$ cat config.mk
export PLATFORM = sky130hd
export DESIGN_NAME = tron_score_keeper
export DESIGN_NICKNAME = d
export VERILOG_FILES = /design/src/rtl/tron_pkg.sv /design/src/rtl/bcd_counter_2d.sv /design/src/rtl/tron_score_keeper.sv
export SDC_FILE = /design/constraint.sdc
export NUM_CORES = 1
export LEC_CHECK = 0
export BUFFER_PORTS_ARGS = -buffer_cell sky130_fd_sc_hd__clkbuf_2
export CORE_AREA = 2 2 77 98
export CTS_CLUSTER_SIZE = 24
export DETAILED_ROUTE_END_ITERATION = 16
export DIE_AREA = 0 0 79 100
export PLACE_DENSITY = 0.66
export SETUP_SLACK_MARGIN = 0.5
export SLEW_MARGIN = 20
export SYNTH_ARGS = -nofsm -noshare
export SYNTH_HDL_FRONTEND = slang
export SYNTH_HIERARCHICAL = 1
export SYNTH_SLANG_ARGS = --single-unit
export TNS_END_PERCENT = 5
$ cat constraint.sdc
create_clock -name clk -period 3.5 [get_ports clk]
set_input_delay 0.525 -clock clk [delete_from_list [all_inputs] [get_ports clk]]
set_output_delay 0.525 -clock clk [all_outputs]
set_load 0.005 [all_outputs]
$ cat src/rtl/tron_pkg.sv
// Shared types for the Tron score keeper: match FSM states, winner codes and score widths.
package tron_pkg;

    localparam int unsigned BCD_W   = 4;
    localparam int unsigned SCORE_W = 7;

    typedef enum logic [1:0] {
        IDLE  = 2'd0,
        PLAY  = 2'd1,
        PAUSE = 2'd2,
        OVER  = 2'd3
    } state_t;

    typedef enum logic [1:0] {
        WIN_NONE = 2'b00,
        WIN_P1   = 2'b01,
        WIN_P2   = 2'b10,
        WIN_DRAW = 2'b11
    } winner_t;

    // Both players past the target is a draw; otherwise the one that got there.
    function automatic winner_t pick_winner(input logic p1_won, input logic p2_won);
        if (p1_won && p2_won) begin
            return WIN_DRAW;
        end
        if (p1_won) begin
            return WIN_P1;
        end
        if (p2_won) begin
            return WIN_P2;
        end
        return WIN_NONE;
    endfunction

endpackage

$ cat src/rtl/bcd_counter_2d.sv
// Two-digit BCD up-counter with synchronous clear, saturating at 99.
// Also exposes its binary equivalent for threshold compares.
module bcd_counter_2d
    import tron_pkg::*;
(
    input  logic               clk,
    input  logic               rst,
    input  logic               clr,
    input  logic               inc,
    output logic [BCD_W-1:0]   tens,
    output logic [BCD_W-1:0]   units,
    output logic [SCORE_W-1:0] value_c
);

    logic at_max;

    assign at_max  = (tens == BCD_W'(9)) && (units == BCD_W'(9));
    assign value_c = SCORE_W'(tens) * SCORE_W'(10) + SCORE_W'(units);

    always_ff @(posedge clk or posedge rst) begin
        if (rst) begin
            tens  <= '0;
            units <= '0;
        end else if (clr) begin
            tens  <= '0;
            units <= '0;
        end else if (inc && !at_max) begin
            if (units == BCD_W'(9)) begin
                units <= '0;
                tens  <= tens + BCD_W'(1);
            end else begin
                units <= units + BCD_W'(1);
            end
        end
    end

endmodule

$ cat src/rtl/tron_score_keeper.sv
// Tron match controller: round sequencing, post-crash pause and per-player BCD scores.
// Define TRON_SCORE_DRAW_POINT_EN to award a point to both players on a simultaneous crash.
module tron_score_keeper
    import tron_pkg::*;
#(
    parameter int unsigned WIN_SCORE    = 10,
    parameter int unsigned PAUSE_CYCLES = 100_000_000
) (
    input  logic             clk,
    input  logic             rst,
    input  logic             start_btn,
    input  logic             p1_crash,
    input  logic             p2_crash,
    output logic             round_active,
    output logic             round_reset,
    output logic             match_over,
    output logic [1:0]       winner,
    output logic [BCD_W-1:0] player1_score_tens,
    output logic [BCD_W-1:0] player1_score_units,
    output logic [BCD_W-1:0] player2_score_tens,
    output logic [BCD_W-1:0] player2_score_units
);

    localparam int unsigned          CNT_W    = (PAUSE_CYCLES > 1) ? $clog2(PAUSE_CYCLES) : 1;
    localparam logic [CNT_W-1:0]     CNT_LAST = CNT_W'(PAUSE_CYCLES - 1);
    localparam logic [SCORE_W-1:0]   WIN_VAL  = SCORE_W'(WIN_SCORE);

    state_t             state;
    logic               start_q;
    logic [CNT_W-1:0]   pause_cnt;
    logic               start_pulse;
    logic               any_crash;
    logic               play_crash;
    logic               p1_inc;
    logic               p2_inc;
    logic               clr_scores;
    logic [SCORE_W-1:0] p1_value;
    logic [SCORE_W-1:0] p2_value;
    logic               p1_won;
    logic               p2_won;

    assign start_pulse = start_btn & ~start_q;
    assign any_crash   = p1_crash | p2_crash;
    assign play_crash  = (state == PLAY) & any_crash;
    assign clr_scores  = (state == OVER) & start_pulse;
    assign p1_won      = (p1_value >= WIN_VAL);
    assign p2_won      = (p2_value >= WIN_VAL);

    // A crash scores for the opponent; a simultaneous crash is a draw round.
`ifdef TRON_SCORE_DRAW_POINT_EN
    assign p1_inc = play_crash & p2_crash;
    assign p2_inc = play_crash & p1_crash;
`else
    assign p1_inc = play_crash & p2_crash & ~p1_crash;
    assign p2_inc = play_crash & p1_crash & ~p2_crash;
`endif

    bcd_counter_2d u_p1_score (
        .clk     (clk),
        .rst     (rst),
        .clr     (clr_scores),
        .inc     (p1_inc),
        .tens    (player1_score_tens),
        .units   (player1_score_units),
        .value_c (p1_value)
    );

    bcd_counter_2d u_p2_score (
        .clk     (clk),
        .rst     (rst),
        .clr     (clr_scores),
        .inc     (p2_inc),
        .tens    (player2_score_tens),
        .units   (player2_score_units),
        .value_c (p2_value)
    );

    // Match sequencing; round_reset is a one-cycle strobe on every entry into PLAY.
    always_ff @(posedge clk or posedge rst) begin
        if (rst) begin
            state        <= IDLE;
            start_q      <= 1'b0;
            pause_cnt    <= '0;
            round_active <= 1'b0;
            round_reset  <= 1'b0;
            match_over   <= 1'b0;
            winner       <= WIN_NONE;
        end else begin
            start_q     <= start_btn;
            round_reset <= 1'b0;
            case (state)
                IDLE: begin
                    if (start_pulse) begin
                        state        <= PLAY;
                        round_reset  <= 1'b1;
                        round_active <= 1'b1;
                    end
                end
                PLAY: begin
                    if (any_crash) begin
                        state        <= PAUSE;
                        pause_cnt    <= '0;
                        round_active <= 1'b0;
                    end
                end
                PAUSE: begin
                    if (pause_cnt == CNT_LAST) begin
                        if (p1_won || p2_won) begin
                            state      <= OVER;
                            match_over <= 1'b1;
                            winner     <= pick_winner(p1_won, p2_won);
                        end else begin
                            state        <= PLAY;
                            round_reset  <= 1'b1;
                            round_active <= 1'b1;
                        end
                    end else begin
                        pause_cnt <= pause_cnt + CNT_W'(1);
                    end
                end
                OVER: begin
                    if (start_pulse) begin
                        state        <= PLAY;
                        match_over   <= 1'b0;
                        winner       <= WIN_NONE;
                        round_reset  <= 1'b1;
                        round_active <= 1'b1;
                    end
                end
                default: begin
                    state <= IDLE;
                end
            endcase
        end
    end

endmodule

# ---- Word-level counts from Yosys, hierarchy flattened
# Cells that the tools add are included.
dict set report word_totals {
  regBits 51
}
dict set report op_classes {
  add_sub_neg 7
  n_mux 58
  n_reduce_logical 22
  eq_ne 15
  n_lt_le_gt_ge 2
  multipliers 2
  n_bitwise 11
}
# op n
set ops {}
lappend ops {{27-bit two-way mux} 2}
lappend ops {{27-bit case mux with 2 select lines} 1}
lappend ops {{4-bit two-way mux} 12}
lappend ops {{27-bit by 1-bit adder with 27-bit output (second input constant)} 1}
lappend ops {{27-bit equality test (second input constant)} 1}
lappend ops {{2-bit two-way mux} 13}
lappend ops {{1-bit two-way mux} 25}
lappend ops {{4-bit by 1-bit adder with 4-bit output (second input constant)} 4}
lappend ops {{4-bit equality test (second input constant)} 4}
lappend ops {{7-bit by 4-bit adder with 7-bit output} 2}
lappend ops {{7-bit by 4-bit greater-or-equal comparator with 1-bit output (second input constant)} 2}
lappend ops {{4-bit by 3-bit multiplier with 6-bit output (second input constant)} 2}
lappend ops {{2-bit != test (second input constant)} 6}
lappend ops {{2-bit nonzero test} 6}
lappend ops {{4-bit AND reduction} 2}
lappend ops {{1-bit bitwise AND} 7}
lappend ops {{2-bit case mux with 3 select lines} 1}
lappend ops {{3-bit AND reduction} 2}
lappend ops {{1-bit logical AND} 5}
lappend ops {{2-bit equality test (second input constant)} 2}
lappend ops {{1-bit case mux with 2 select lines} 2}
lappend ops {{2-bit case mux with 2 select lines} 1}
lappend ops {{2-bit AND reduction} 2}
lappend ops {{1-bit inverter} 3}
lappend ops {{8 further kinds} 9}

# ---- Logic depth before layout (Yosys ltp)
# Gate-level depths: netlist (run 1).
dict set report depth {
  ltp_word 23
  depth_mapped 11
  ltp_nobuf 11
}

# ---- Hierarchy
# Netlist (run 1), hierarchy kept.
# module area_per_inst_um2 n_inst cells_per_inst
set by_module_without_submodules {}
lappend by_module_without_submodules {tron_score_keeper 2028.2 1 212}
lappend by_module_without_submodules {bcd_counter_2d 689.4 2 72}

# ---- Worst setup path after synthesis (run 1)
# No wires, ideal clock.
dict set report synth_path {
  path_type {register to register}
  start {reg u_p2_score.tens[1]}
  end {reg round_active}
  path_stages_with_launch 12
  path_slack_ns 0.549
  period_less_slack_ns 2.951
  arrival_time_ns 2.871
  cell_sequence {dfrtp_1 > ha_1 > ha_1 > fa_1 > nand3_1 > o21ai_0 > xnor2_1 > nor3_1 > nand2_1 > or4_4 > a21oi_1 > mux2i_1}
}
dict set report synth_via {
  elab_chain_cells 6
}
# element line
set synth_lines {}
lappend synth_lines {{start: declaration} bcd_counter_2d.sv:10} ;# output logic [BCD_W-1:0] tens,
lappend synth_lines {{start signal: assignment} bcd_counter_2d.sv:30} ;# tens <= tens + BCD_W'(1);
lappend synth_lines {{4-bit by 3-bit multiplier with 6-bit output} bcd_counter_2d.sv:18} ;# assign value_c = SCORE_W'(tens) * SCORE_W'(10) + SCORE_W'(units);
lappend synth_lines {{7-bit by 4-bit adder with 7-bit output} bcd_counter_2d.sv:18}
lappend synth_lines {{via p2_value[6]} tron_score_keeper.sv:38} ;# logic [SCORE_W-1:0] p2_value;
lappend synth_lines {{7-bit by 4-bit greater-or-equal comparator with 1-bit output} tron_score_keeper.sv:47} ;# assign p2_won = (p2_value >= WIN_VAL);
lappend synth_lines {{1-bit logical OR} tron_score_keeper.sv:108} ;# if (p1_won || p2_won) begin
lappend synth_lines {{2-bit != test (no source line)} -}
lappend synth_lines {{4-bit AND reduction (no source line)} -}
lappend synth_lines {{end signal: assignment} tron_score_keeper.sv:103} ;# round_active <= 1'b0;
lappend synth_lines {{end signal: assignment} tron_score_keeper.sv:115} ;# round_active <= 1'b1;
lappend synth_lines {{end signal: assignment} tron_score_keeper.sv:127} ;# round_active <= 1'b1;
lappend synth_lines {{end: declaration} tron_score_keeper.sv:14} ;# output logic round_active,
# The timed path passes the listed nets, and every way through them passes these cells.
# A chain may end at the register's enable or synchronous reset.

# ---- Worst setup path in the final report (run 1)
dict set report layout_path {
  start {reg u_p2_score.tens[1]}
  end {reg round_reset}
}
dict set report layout_via {
  elab_chain_cells 7
}
# element line
set layout_lines {}
lappend layout_lines {{4-bit by 3-bit multiplier with 6-bit output} bcd_counter_2d.sv:18}
lappend layout_lines {{7-bit by 4-bit adder with 7-bit output} bcd_counter_2d.sv:18}
lappend layout_lines {{via p2_value[6]} tron_score_keeper.sv:38}
lappend layout_lines {{7-bit by 4-bit greater-or-equal comparator with 1-bit output} tron_score_keeper.sv:47}
lappend layout_lines {{1-bit logical OR} tron_score_keeper.sv:108}
lappend layout_lines {{1-bit two-way mux} tron_score_keeper.sv:108}
lappend layout_lines {{1-bit two-way mux} tron_score_keeper.sv:107} ;# if (pause_cnt == CNT_LAST) begin
lappend layout_lines {{1-bit case mux with 2 select lines} tron_score_keeper.sv:91} ;# case (state)
lappend layout_lines {{end signal: assignment} tron_score_keeper.sv:90} ;# round_reset <= 1'b0;
lappend layout_lines {{end signal: assignment} tron_score_keeper.sv:95} ;# round_reset <= 1'b1;
lappend layout_lines {{end signal: assignment} tron_score_keeper.sv:114} ;# round_reset <= 1'b1;
lappend layout_lines {{end: declaration} tron_score_keeper.sv:15} ;# output logic round_reset,
# The timed path passes the listed nets, and every way through them passes these cells.

==> results of run 1 <==
## worst paths after layout
kind,from,endpoint,slack (ns),cells past startpoint
worst max-delay path,u_p2_score/tens[1]$_DFFE_PP0P_,round_reset$_DFF_PP0_,0.47,11
worst min-delay path,rst,u_p1_score/tens[3]$_DFFE_PP0P_,0.16,2
worst max register to register,u_p2_score/tens[1]$_DFFE_PP0P_,round_reset$_DFF_PP0_,0.47,11
worst min register to register,pause_cnt[26]$_DFFE_PP0P_,pause_cnt[26]$_DFFE_PP0P_,0.51,1
max in group asynchronous,rst,pause_cnt[23]$_DFFE_PP0P_,2.83,3
min in group clk,start_btn,start_q$_DFF_PP0_,0.34,1
## layout make-up
| type | count | area share, % |
|---|---|---|
| Clock inverter | 3 | 1.78 |
| Timing Repair Buffer | 32 | 4.68 |
| Multi-Input combinational cell | 276 | 53.0 |
| Tap cell | 92 | 3.03 |
| Clock buffer | 5 | 1.81 |
| Inverter | 20 | 1.98 |
| Sequential cell | 51 | 33.7 |
## power groups by stage
stage          Sequential, mW  Clock (mW)  Combinational, mW
2_1_floorplan           0.763           0              0.449
3_3_place_gp            0.783           0              0.618
3_5_place_dp            0.786           0              0.629
4_1_cts                 0.775       0.508              0.634
5_1_grt                 0.789       0.529              0.723
6_report                0.773       0.504              0.636
## routing by layer
layer | GRT usage (%) | routed length (um) | up-vias
met3 | 2.70 | 205 | 8
met5 | 0 | 0 | -
met4 | 5.70 | 95 | 0
li1 | - | - | 1382
met2 | 35.3 | 3810 | 35
met1 | 25.1 | 3380 | 1376
## registers in the layout (all words and copies together), names as in the netlist
name / flops
pause_cnt: 27
u_p1_score/tens: 4
u_p1_score/units: 4
u_p2_score/tens: 4
u_p2_score/units: 4
state: 2
winner: 2
match_over: 1
round_active: 1
round_reset: 1
start_q: 1
## worst register-to-register path: stages, from the launching register on
cell and delay (ns):
dfrtp_2 0.45, ha_1 0.31, ha_1 0.21, fa_1 0.54, nand3_1 0.09, o21ai_1 0.15
xnor2_1 0.08, nor3_1 0.13, nand2_1 0.13, or4_4 0.53, or2_1 0.24, a21oi_2 0.13
## timing repair
action | in CTS | in global routing
setup endpoints to repair | 6 | 6
pin swaps | 0 | 0
buffers inserted | 0 | 2
resized for setup | 3 | 4
==> metrics.txt, run 1 <==
outcome=complete, no violations; CTS Buf Count=5; dpl ws=0.366 ns; # fillers=680; CP Max Fanout=6; Int Power=1.19 mW; Initial Util=47.8%; RD Place Congestion=0.776; Clock power frac=26.3%; commonest non-fill, non-tap cell in the layout=dfrtp_1; Root Driver=clkbuf_8; detailed placement HPWL=5440 um; Post-Place Cell Area=0.00363 mm2; WP buf/inv=0; Net Sw Power=0.718 mW; first-pass GRT wire length=12800 um; area of the multi-input gates=0.00201 mm2; hold slack final=0.163 ns; fmax=0.330 GHz; post-layout util=53.5%; sequential share of power=40.4%; Sw Ratio=37.5%; clk slew on worst S/H paths=0.11 ns; Gate power share=33.2%; Least-Margin Pin Slew=0.855 ns; share of post-route cells with drive strength above 1=16.8%; RSZ-0062 raised after global routing=yes; Min-Delay Path Class=in2async; DR pass1 iterations=4; register area=0.00128 mm2; initial antenna violation count=0; Syn Nets=388; CP most frequent cell=ha_1; leakage power=1.82 nW; Worst EP arrival=3.29 ns; fin crit share=86.7%; Final Cell Area=0.00380 mm2; deepest clock path buffer count=2; Die Height=100 um; most frequent cells in the layout=dfrtp_1 (48), nand2_1 (29), nand3_1 (26); wire per inst=15.6 um; Tmin final=3.03 ns; hold_buf cts=0; 1st-iter DRT viols=143; CP delay by family, top=simple AND/OR/NAND/NOR gates; critical-path cell list=ha_1 > ha_1 > fa_1 > nand3_1 > o21ai_1 > xnor2_1 > nor3_1 > nand2_1 > or4_4 > or2_1 > a21oi_2; total power=1.91 mW; Die X=79 um; Cell Pwr Density=504 mW/mm2; Mapped Avg Cell Area=9.58 um2; synthesized instance count=354; I/O pin count=26; MaxCap Viol Count=0; Placement Rows=35; vias in the first global route=2670; Yosys warning count=6; Final Max Slew Viols=0; Die Area=0.00790 mm2; via count of the routed design=2801; Num Clock Sinks=51; Avg Vias per Cell=5.85; Finished Layout Cells=479; cell total after placement=469; clk_lat worst skew=0.32 ns; Syn-to-layout area delta=12.0%; Total Wirelength=7490 um; final setup fails=0; CP max-delay cell=fa_1; skew final=0.0161 ns; Post-DRT Antenna Nets=0; nets@finish=420; CP Class=reg2reg; Fin Setup TNS=0 ns; gr usage total=19.9%; core region area=0.00709 mm2; Peak VDD IR=0.321 mV; final hold viol count=0; # diodes=0; H-tree Lvls=2; CP endpoint kind=register; TritonCTS clock tree=yes; largest net degree at the start of global routing=36; port bufs=25; max incr delay on CP=0.54 ns; total grt overflow=0; cell area after synthesis=0.00339 mm2; # DRC=0; CP startpoint kind=register; Worst slew margin=43.0%; CP Data Required Time=3.76 ns; final setup margin=0.467 ns
No activity file was read; power rests on OpenSTA's default activity.
==> inputs of run 2 (changes only) <==
--- a/config.mk
+++ b/config.mk
@@ -5,12 +5,15 @@
 export SDC_FILE = /design/constraint.sdc
 export NUM_CORES = 1
 export LEC_CHECK = 0
+export ABC_AREA = 1
 export BUFFER_PORTS_ARGS = -buffer_cell sky130_fd_sc_hd__clkbuf_2
-export CORE_AREA = 2 2 77 98
+export CAP_MARGIN = 25
+export CORE_AREA = 2 2 83 104
 export CTS_CLUSTER_SIZE = 24
 export DETAILED_ROUTE_END_ITERATION = 16
-export DIE_AREA = 0 0 79 100
+export DIE_AREA = 0 0 85 106
 export PLACE_DENSITY = 0.66
+export REMOVE_ABC_BUFFERS = 1
 export SETUP_SLACK_MARGIN = 0.5
 export SLEW_MARGIN = 20
 export SYNTH_ARGS = -nofsm -noshare
==> metrics.txt, run 2 <==
Worst slew margin=66.9% (+24 points); most frequent cells in the layout=nand2_1 (174), nand3_1 (69), nor2_1 (68); Finished Layout Cells=670 (+40%); grt met1 use=24.0% (-1.2 points); Setup Buffers After CTS=0 (unchanged); # diodes=0 (unchanged); Placement Rows=37 (+5.7%); detailed placement HPWL=6290 um (+16%); CP startpoint kind=register; CP delay by family, top=adder cells; clk_lat worst skew=0.31 ns (about the same); WP buf/inv=0 (unchanged); CP Max Fanout=8 (+2); Final Max Slew Viols=0 (unchanged); TritonCTS clock tree=yes; Peak VDD IR=0.321 mV (about the same); Post-DRT Antenna Nets=0 (unchanged); Reg with most FFs=pause_cnt; wire per inst=12.3 um (-21%); max incr delay on CP=0.53 ns (about the same); CP most frequent cell=nand2_1; RD Place Congestion=0.851 (+9.6%); I/O pin count=26 (unchanged); Initial Util=48.2% (+0.39 points); Die X=85 um (+7.6%); GRT met3 Usage=3.03% (+0.33 points); Die Height=106 um (+6.0%); Fin Setup TNS=0 ns (unchanged); Min-Delay Path Class=in2async; Avg Vias per Cell=5.15 (-12%); Tmin final=2.75 ns (-0.284 ns); via count of the routed design=3449 (+23%); Least-Margin Pin Slew=0.493 ns (-0.363 ns); synthesized instance count=545 (+54%); cell area after synthesis=0.00390 mm2 (+15%); gr usage total=20.0% (+0.10 points); outcome=complete, no violations; dpl ws=0.754 ns (+0.389 ns); final setup fails=0 (unchanged); CP Class=reg2reg; vias in the first global route=3368 (+26%); Num Clock Sinks=51 (unchanged); Top Usage Layer GRT=met2; CTS Buf Count=5 (unchanged); RSZ-0062 raised after global routing=no; grt met2 use=36.3% (+1.0 points); final hold viol count=0 (unchanged); fin crit share=78.5% (-8.1 points); clk slew on worst S/H paths=0.10 ns (about the same); final setup margin=0.751 ns (+0.284 ns); initial antenna violation count=0 (unchanged); nets@finish=606 (+44%); H-tree Lvls=2 (unchanged); Mapped Avg Cell Area=7.17 um2 (-25%); commonest non-fill, non-tap cell in the layout=nand2_1; # fillers=815 (+20%); # DRC=0 (unchanged); CTS resizes=0 (-3); MaxCap Viol Count=0 (unchanged); cell total after placement=662 (+41%); CP max-delay cell=fa_1; critical-path cell list=ha_1 > ha_1 > fa_1 > nand3_1 > xor2_1 > nor2_1 > nand2_1 > nor2_1 > nand2_1 > nand2_1 > nand3_1 > nand2_1 > nand2_1; max reg flops=27 (unchanged); first-pass GRT wire length=14900 um (+17%); core region area=0.00810 mm2 (+14%); total grt overflow=0 (unchanged); fmax=0.364 GHz (+10%); R2R Setup Slk=0.75 ns (+0.28 ns); deepest clock path buffer count=2 (unchanged); Worst EP arrival=2.94 ns (-0.35 ns); share of post-route cells with drive strength above 1=12.4% (-4.4 points); CP endpoint kind=register; 1st-iter DRT viols=117 (-18%); Post-Place Cell Area=0.00409 mm2 (+13%); DR pass1 iterations=4 (unchanged); Yosys warning count=6 (unchanged); Syn-to-layout area delta=7.24%; Die Area=0.00901 mm2 (+14%); port bufs=25 (unchanged); Cell Pwr Density=549 mW/mm2 (+9.1%); Total Wirelength=8230 um (+9.9%); CP Data Required Time=3.69 ns (-0.07 ns); hold_buf cts=0 (unchanged); skew final=0.0150 ns (-0.00114 ns); Final Cell Area=0.00419 mm2 (+10%); leakage power=2.12 nW (+17%); largest net degree at the start of global routing=36 (unchanged); Root Driver=clkbuf_8
[run 2: where the power goes]
group	switching (mW)	total, mW	internal [mW]
Clock	0.207	0.369	0.162
Sequential	0.173	0.870	0.697
Combinational	0.674	1.06	0.387
[run 2: final cells by class]
| cell class | instances | area (um2) | area share (%) |
|---|---|---|---|
| Inverter | 55 | 206 | 4.93 |
| Tap cell | 97 | 121 | 2.90 |
| Timing Repair Buffer | 29 | 155 | 3.70 |
| Clock inverter | 2 | 16.3 | 0.388 |
| Clock buffer | 6 | 82.6 | 1.97 |
| Multi-Input combinational cell | 430 | 2330 | 55.6 |
| Sequential cell | 51 | 1280 | 30.5 |
[run 2: metrics by stage]
step | hold slack [ns] | power [mW] | utilization (%)
4_1_cts | 0.162 | 2.34 | 51.7
3_3_place_gp | 0.469 | 1.92 | 50.5
6_report | 0.159 | 2.30 | 51.7
2_1_floorplan | 0.341 | 1.61 | -
3_5_place_dp | 0.468 | 1.96 | 50.5
5_1_grt | 0.184 | 2.54 | 51.7
[run 2: path summary, 6_finish.rpt]
kind                                                 from                         endpoint  depth (start not counted)
min                                                   rst  u_p1_score/units[2]$_DFFE_PP0P_                          2
min reg2reg                      round_active$_DFFE_PP0P_         round_active$_DFFE_PP0P_                          2
max reg2reg                u_p1_score/tens[1]$_DFFE_PP0P_         round_active$_DFFE_PP0P_                         13
max                        u_p1_score/tens[1]$_DFFE_PP0P_         round_active$_DFFE_PP0P_                         13
min in group clk                                start_btn                start_q$_DFF_PP0_                          1
max in group asynchronous                             rst        pause_cnt[18]$_DFFE_PP0P_                          3
[run 2: per-layer routing]
metal | vias up | wire length [um]
met4 | 0 | 140
met1 | 1597 | 3640
li1 | 1781 | -
met2 | 59 | 4210
met3 | 12 | 241
met5 | - | 0
==> inputs of run 3 (changes only) <==
--- a/config.mk
+++ b/config.mk
@@ -5,14 +5,14 @@
 export SDC_FILE = /design/constraint.sdc
 export NUM_CORES = 1
 export LEC_CHECK = 0
-export ABC_AREA = 1
+export ABC_AREA = 0
 export BUFFER_PORTS_ARGS = -buffer_cell sky130_fd_sc_hd__clkbuf_2
 export CAP_MARGIN = 25
-export CORE_AREA = 2 2 83 104
+export CORE_AREA = 2 2 77 98
 export CTS_CLUSTER_SIZE = 24
 export DETAILED_ROUTE_END_ITERATION = 16
-export DIE_AREA = 0 0 85 106
-export PLACE_DENSITY = 0.66
+export DIE_AREA = 0 0 79 100
+export PLACE_DENSITY = 0.69
 export REMOVE_ABC_BUFFERS = 1
 export SETUP_SLACK_MARGIN = 0.5
 export SLEW_MARGIN = 20
==> constraint.sdc (replaced) <==
create_clock -name clk -period 2.5 [get_ports clk]
set_input_delay 0.375 -clock clk [delete_from_list [all_inputs] [get_ports clk]]
set_output_delay 0.375 -clock clk [all_outputs]
set_load 0.005 [all_outputs]
==> metrics.txt, run 3 (synthesized netlist as in run 1, its figures left out) <==
RR Startpoint=u_p2_score/tens[1]$_DFFE_PP0P_; Net Sw Power=1.04 mW (-1.1%); CP Max Fanout=3 (-5); CP endpoint kind=register; detailed placement HPWL=5820 um (-7.6%); final setup margin=-0.395 ns (-1.15 ns); CP startpoint kind=register; # DRC=0 (unchanged); hold_buf cts=0 (unchanged); R2R Setup Slk=-0.39 ns (-1.15 ns); H-tree Lvls=2 (unchanged); I/O pin count=26 (unchanged); Sw Ratio=38.6% (-7.3 points); sequential share of power=39.4% (+1.6 points); Worst slew margin=55.0% (-12 points); final setup fails=6 (+6); Total Wirelength=7760 um (-5.7%); commonest non-fill, non-tap cell in the layout=dfrtp_1; skew final=0.0116 ns (-0.00336 ns); Min-Delay Path Class=in2async; Die X=79 um (-7.1%); clk slew on worst S/H paths=0.09 ns (about the same); Root Driver=clkbuf_8; leakage power=1.99 nW (-6.1%); CP Data Required Time=2.74 ns (-0.95 ns); gr usage total=20.3% (+0.37 points); nets@finish=451 (-26%); MaxCap Viol Count=0 (unchanged); total grt overflow=0 (unchanged); first-pass GRT wire length=13000 um (-13%); worst setup path start=u_p2_score/tens[1]$_DFFE_PP0P_; fin crit share=116% (+37 points); # diodes=0 (unchanged); Initial Util=47.8% (-0.39 points); R2R depth=11 (-2); RSZ-0062 raised after global routing=yes; Num Clock Sinks=51 (unchanged); Die Area=0.00790 mm2 (-12%); final hold viol count=0 (unchanged); RD Place Congestion=0.806 (-5.2%); Syn-to-layout area delta=20.5%; Placement Rows=35 (-5.4%); most frequent cells in the layout=dfrtp_1 (51), buf_4 (37), nand2_1 (29); Cell Pwr Density=662 mW/mm2 (+20%); core region area=0.00709 mm2 (-12%); Least-Margin Pin Slew=0.668 ns (+0.176 ns); Tmin final=2.89 ns (+0.146 ns); TritonCTS clock tree=yes; wire per inst=15.2 um (+24%); Int Power=1.66 mW (+33%); Fin Setup TNS=-1.93 ns (-1.93 ns); deepest clock path buffer count=2 (unchanged); clk_lat worst skew=0.32 ns (about the same); share of post-route cells with drive strength above 1=26.3% (+14 points); Reg with most FFs=pause_cnt; worst r2r dst=round_reset$_DFF_PP0_; initial antenna violation count=0 (unchanged); Avg Vias per Cell=5.73 (+11%); fmax=0.345 GHz (-5.0%); Peak VDD IR=0.411 mV (+28%); DR pass1 iterations=4 (unchanged); post-layout util=57.6% (+5.9 points); max reg flops=27 (unchanged); CTS Buf Count=5 (unchanged); Gate power share=38.7% (-7.4 points); largest net degree at the start of global routing=36 (unchanged); failing checks=negative setup slack; Final Max Slew Viols=0 (unchanged); vias in the first global route=2838 (-16%); Post-DRT Antenna Nets=0 (unchanged); CP Class=reg2reg; Die Height=100 um (-5.7%); via count of the routed design=2920 (-15%); # fillers=629 (-23%); port bufs=25 (unchanged); Setup Buffers After CTS=0 (unchanged); Clock power frac=21.8% (+5.7 points); Worst EP arrival=3.14 ns (+0.20 ns); outcome=complete, but fails checks; 1st-iter DRT viols=140 (+20%)
run 3: cell count changes in the layout (fill, tap and decap cells not counted), moves of 9 or more:
cell and delta:
a21oi_1 +10, buf_4 +33, inv_1 -35, mux2i_1 +10, nand2_1 -145, nand2_2 -9, nand3_1 -45, nor2_1 -54
o21ai_0 +14, o21ai_2 -11, o31ai_1 +10, xor2_1 -12
run 3: critical path, stage by stage (launching register included):
cell and delay, ns:
dfrtp_1 0.39, ha_1 0.30, ha_2 0.19, fa_1 0.52, nand3_1 0.08, o21ai_1 0.17, xnor2_1 0.08, nor3_1 0.13
nand2_1 0.09, or4_4 0.50, or2_1 0.24, a21oi_2 0.13
run 3: metal layers:
metal,vias up,wire length (um),global-route usage (%)
met5,-,0,0
met4,0,125,6.37
li1,1445,-,-
met2,47,3970,36.0
met1,1418,3440,25.1
met3,10,227,3.51
run 3: area by class of cell:
cell class	instances	area [um2]	area share, %
clock buffer	5	68.8	1.68
sequential	51	1280	31.2
tap	92	115	2.82
timing repair buffer	63	414	10.1
clock inverter	3	43.8	1.07
inverter	20	75.1	1.84
multi-input combinational	276	2090	51.2
run 3: worst max-delay path by stage:
stage	end	cells past startpoint
floorplan	round_active$_DFFE_PP0P_	11
global placement	round_active$_DFFE_PP0P_	11
detailed placement	round_active$_DFFE_PP0P_	11
CTS	round_reset$_DFF_PP0_	11
global route	round_active$_DFFE_PP0P_	11
finish	round_reset$_DFF_PP0_	11
run 3: power groups by stage:
stage | Clock [mW] | Combinational, mW | Sequential [mW]
floorplan | 0 | 0.595 | 1.07
global placement | 0 | 0.984 | 1.07
detailed placement | 0 | 1.00 | 1.08
CTS | 0.605 | 1.03 | 1.07
global route | 0.636 | 1.16 | 1.09
finish | 0.590 | 1.05 | 1.07
run 3: repair_timing:
action                                  4_1_cts  5_1_grt
pin swaps                                     4        2
resized for setup                            15       14
endpoints found under the setup margin       31       39
run 3: per-stage QoR:
stage	worst slack (ns)	cells	total power [mW]	cell area, um2	hold slack [ns]
final	-0.395	510	2.70	4090	0.00338
after global routing	-0.556	510	2.89	4090	0.0506
after CTS	-0.389	510	2.70	4030	0.0154
after detailed placement	-0.465	502	2.08	3880	0.353
after global placement	-0.385	502	2.05	3880	0.350
after floorplan	-0.451	347	1.67	3360	0.191
